File: config.mk
export PLATFORM = sky130hd
export DESIGN_NAME = recirculation_mux_sync
export DESIGN_NICKNAME = d
export VERILOG_FILES = /design/src/rtl/recirculation_mux_sync.sv
export SDC_FILE = /design/constraint.sdc
export NUM_CORES = 1
export LEC_CHECK = 0
export CAP_MARGIN = 20
export CORE_MARGIN = 2
export CORE_UTILIZATION = 43
export DETAILED_ROUTE_END_ITERATION = 16
export PLACE_DENSITY = 0.7
export SLEW_MARGIN = 30
export SYNTH_ARGS = -nofsm -noshare
export SYNTH_HDL_FRONTEND = slang
export SYNTH_SLANG_ARGS = --single-unit
export TNS_END_PERCENT = 5
File: constraint.sdc
create_clock -name i_clk -period 1.4 [get_ports i_clk]
set_input_delay 0.28 -clock i_clk [delete_from_list [all_inputs] [get_ports i_clk]]
set_output_delay 0.28 -clock i_clk [all_outputs]
set_load 0.05 [all_outputs]
File: src/rtl/recirculation_mux_sync.sv
// recirculation_mux_sync: pulse-qualified word transfer through a toggle synchronizer and recirculating output mux
module recirculation_mux_sync #(
   parameter int g_width = 8
) (
   input  logic               i_clk,
   input  logic               i_rst,
   input  logic               i_pulse_A,
   input  logic [g_width-1:0] i_data_A,
   output logic [g_width-1:0] o_data_B,
   output logic               f_pulse_B,
   output logic               f_pulse_B_prev
);
   logic [g_width-1:0] data_a_q;
   logic               tog_a, s1, s2, s3;
   assign f_pulse_B = s2 ^ s3;
   always_ff @(posedge i_clk) begin
      if (i_rst) begin
         data_a_q       <= '0;
         tog_a          <= 1'b0;
         s1             <= 1'b0;
         s2             <= 1'b0;
         s3             <= 1'b0;
         o_data_B       <= '0;
         f_pulse_B_prev <= 1'b0;
      end else begin
         data_a_q       <= i_pulse_A ? i_data_A : data_a_q;
         tog_a          <= tog_a ^ i_pulse_A;
         s1             <= tog_a;
         s2             <= s1;
         s3             <= s2;
         o_data_B       <= f_pulse_B ? data_a_q : o_data_B;
         f_pulse_B_prev <= f_pulse_B;
      end
   end
endmodule

==> impl_metrics.yaml <==
outcome:
  run_status: "finished, final reports clean"
routing:
  routed_wire_length_per_instance_um: 10.2
  drc: 0
  drtAntennaViolNets: 0
  drtIter0Drc: 2
  routed_via_density: 4.30
  vias: 524
  route.final.wire_length_um: 1240
  drt_pass1_iterations: 2
floorplanning:
  chipHeight_um: 47.0
  die_x_um: 47.0
  initial_core_util_pct: 46.0
  dieArea_um2: 2210
  fp.coreArea_um2: 1730
  rows: 15
  top_level_ports: 21
clock_tree:
  post_cts.repair.setup_buffers: 0
  cts_h_tree_lvls: 1
  worst_skew_pair.late_latency_ns: 0.29
  cts_tree: "done"
  tritoncts.num_buffers: 3
  cts.reportedPaths.clkPinSlew_ns: 0.11
  cts_root_buffer: "sky130_fd_sc_hd__clkbuf_4"
  clock_tree.buffer_depth: 2
  post_cts_hold_buffer_count: 0
  clock-sinks: 21
  postCtsResizedCells: 0
placement:
  pre_cts_ws_ns: 0.125
  hpwlAfterDp_um: 893
  dp_cells: 118
  postPlaceCellArea_um2: 1140
  final_weighted_congestion_in_routability_driven_placement: 0.635
  port_buffers: 20
global_routing:
  grt_max_degree: 30
  antenna_found_initial: 0
  use_met3_pct: 4.62
  met1_usage_grt_pct: 16.5
  grt.met2_usage_pct: 20.3
  globalRoute.totalOverflow: 0
  first_pass_grt_wire_length_um: 1990
  grt_most_used_layer: "met2"
  grt_pass1_vias: 454
  grtUsageTotal_pct: 13.7
cells_and_area:
  finalCoreUtilization_pct: 67.6
  final_nets: 109
  sequential_cell_area_um2: 423
  post_route_cells_drive_above_1_share_pct: 20.6
  post-route-cell-area_um2: 1170
  n_antenna_cell: 0
  final-instance-count-excl-fill: 122
  syn_to_final_growth_pct: 46.9
  n_fill_cell: 144
  layout.cells.most_common: "sky130_fd_sc_hd__dfxtp_1"
  commonest_non_fill_non_tap_cells_in_the_layout: "19 x sky130_fd_sc_hd__dfxtp_1, 16 x sky130_fd_sc_hd__nand2b_1, 16 x sky130_fd_sc_hd__mux2i_1"
  multi_input_comb_area_um2: 353
timing:
  totalNegativeSetupSlack_ns: 0
  max_freq_mhz: 758
  clock-skew-final_ns: 0.00798
  finalSetupViolations: 0
  min_period_ns: 1.32
  rsz0062_at_grt: "no"
  timing.final.hold_violations: 0
  max_slew.worst_pin.slew_ns: 0.124
  maxSlewHeadroom_pct: 91.5
  timing.final.ws_setup_ns: 0.0803
  final_critical_path_share_of_the_clock_period_pct: 94.3
  final_max_slew_viol_count: 0
  post_route_worst_hold_slack_ns: 0.450
run:
  max-cap-violations: 0
synthesis:
  yosys_register_bits: 21
  synth_top_cells_by_area: "sky130_fd_sc_hd__dfxtp_1 53%, sky130_fd_sc_hd__mux2i_1 20%, sky130_fd_sc_hd__nand2b_1 13%"
  ys_warn_count: 0
  cell_count_after_synthesis: 73
  postSynthAreaPerCell_um2: 10.9
  ys_seq_area_share_pct: 52.9
  syn_area_um2: 795
  synth_nets: 84
  netlist.top_cell.by_area: "sky130_fd_sc_hd__dfxtp_1"
  post_synth_num_cell_types: 10
  netlist.area_leader.share_pct: 52.9
pwr:
  fin_total_pwr_mw: 1.08
  irDropWorstVdd_mv: 0.615
  powerDensity_nw_per_um2: 925
  power_leakage_nw: 0.509
critical_path:
  critPathCaptureType: "output port"
  worstPathMaxFanout: 2
  critical_path_arrival_ns: 1.04
  timing_worst_setup_path_type: "register to output port"
  crit_required_ns: 1.12
  timing.critical_path.from_type: "register"
  crit_startpoint: "s3$_SDFF_PP0_"
  length_in_cells_of_the_worst_reg_to_reg_path: 3
  startpoint_of_the_worst_slack_reg_to_reg_timing_path: "s3$_SDFF_PP0_"
min_path:
  hold_class: "register to register"
  worst_hold_path.num_cells: 1
  timing.hold.worst.start: "s1$_SDFF_PP0_"
==> Yosys cell counts <==
cell / n
sky130_fd_sc_hd__nand2b_1: 16
sky130_fd_sc_hd__xnor2_4: 1
sky130_fd_sc_hd__clkbuf_1: 2
sky130_fd_sc_hd__nor2b_1: 3
sky130_fd_sc_hd__buf_2: 2
sky130_fd_sc_hd__dfxtp_1: 21
sky130_fd_sc_hd__inv_1: 1
sky130_fd_sc_hd__xnor2_1: 1
sky130_fd_sc_hd__nor2_1: 10
sky130_fd_sc_hd__mux2i_1: 16
==> critical path, cell delays in order (launching register included) <==
cell,delay (ns)
sky130_fd_sc_hd__dfxtp_2,0.36
sky130_fd_sc_hd__xnor2_4,0.15
sky130_fd_sc_hd__inv_1,0.05
sky130_fd_sc_hd__buf_4,0.18
==> layer usage <==
layer  vias up  part of all wire [%]
met2         9                    51
met5         -                     0
met1       229                    45
met3         2                   3.8
li1        284                     -
met4         0                  0.80
==> registers in the layout, indices dropped and copies added, names as in the netlist <==
signal          count
o_data_B            8
s1                  1
s3                  1
s2                  1
data_a_q            8
tog_a               1
f_pulse_B_prev      1
==> where the power goes <==
part,internal (mW),switching [mW],leakage (nW)
clock,0.111,0.166,0.0150
combinational,0.0945,0.0688,0.322
sequential,0.623,0.0166,0.172
total,0.828,0.251,0.509
==> worst paths after layout <==
path | end | slack [ns]
min | s2$_SDFF_PP0_ | 0.45
max | f_pulse_B | 0.08
max reg2reg | o_data_B[0]$_SDFFE_PP0P_ | 0.39
min reg2reg | s2$_SDFF_PP0_ | 0.45
==> cells by family after synthesis <==
| kind of cell | share of synthesized area [%] |
|---|---|
| muxes | 20.2 |
| buffers and inverters | 2.68 |
| and+or+nand+nor | 19.7 |
| DFF | 52.9 |
| xor gates and xnor gates | 4.57 |
==> cell type report <==
cell class,instances,area share [%]
multi-input combinational,47,30.2
tap,25,2.68
timing repair buffer,24,28.3
inverter,1,0.322
clock buffer,4,2.25
sequential,21,36.2
(Power assumes the default switching activity.)
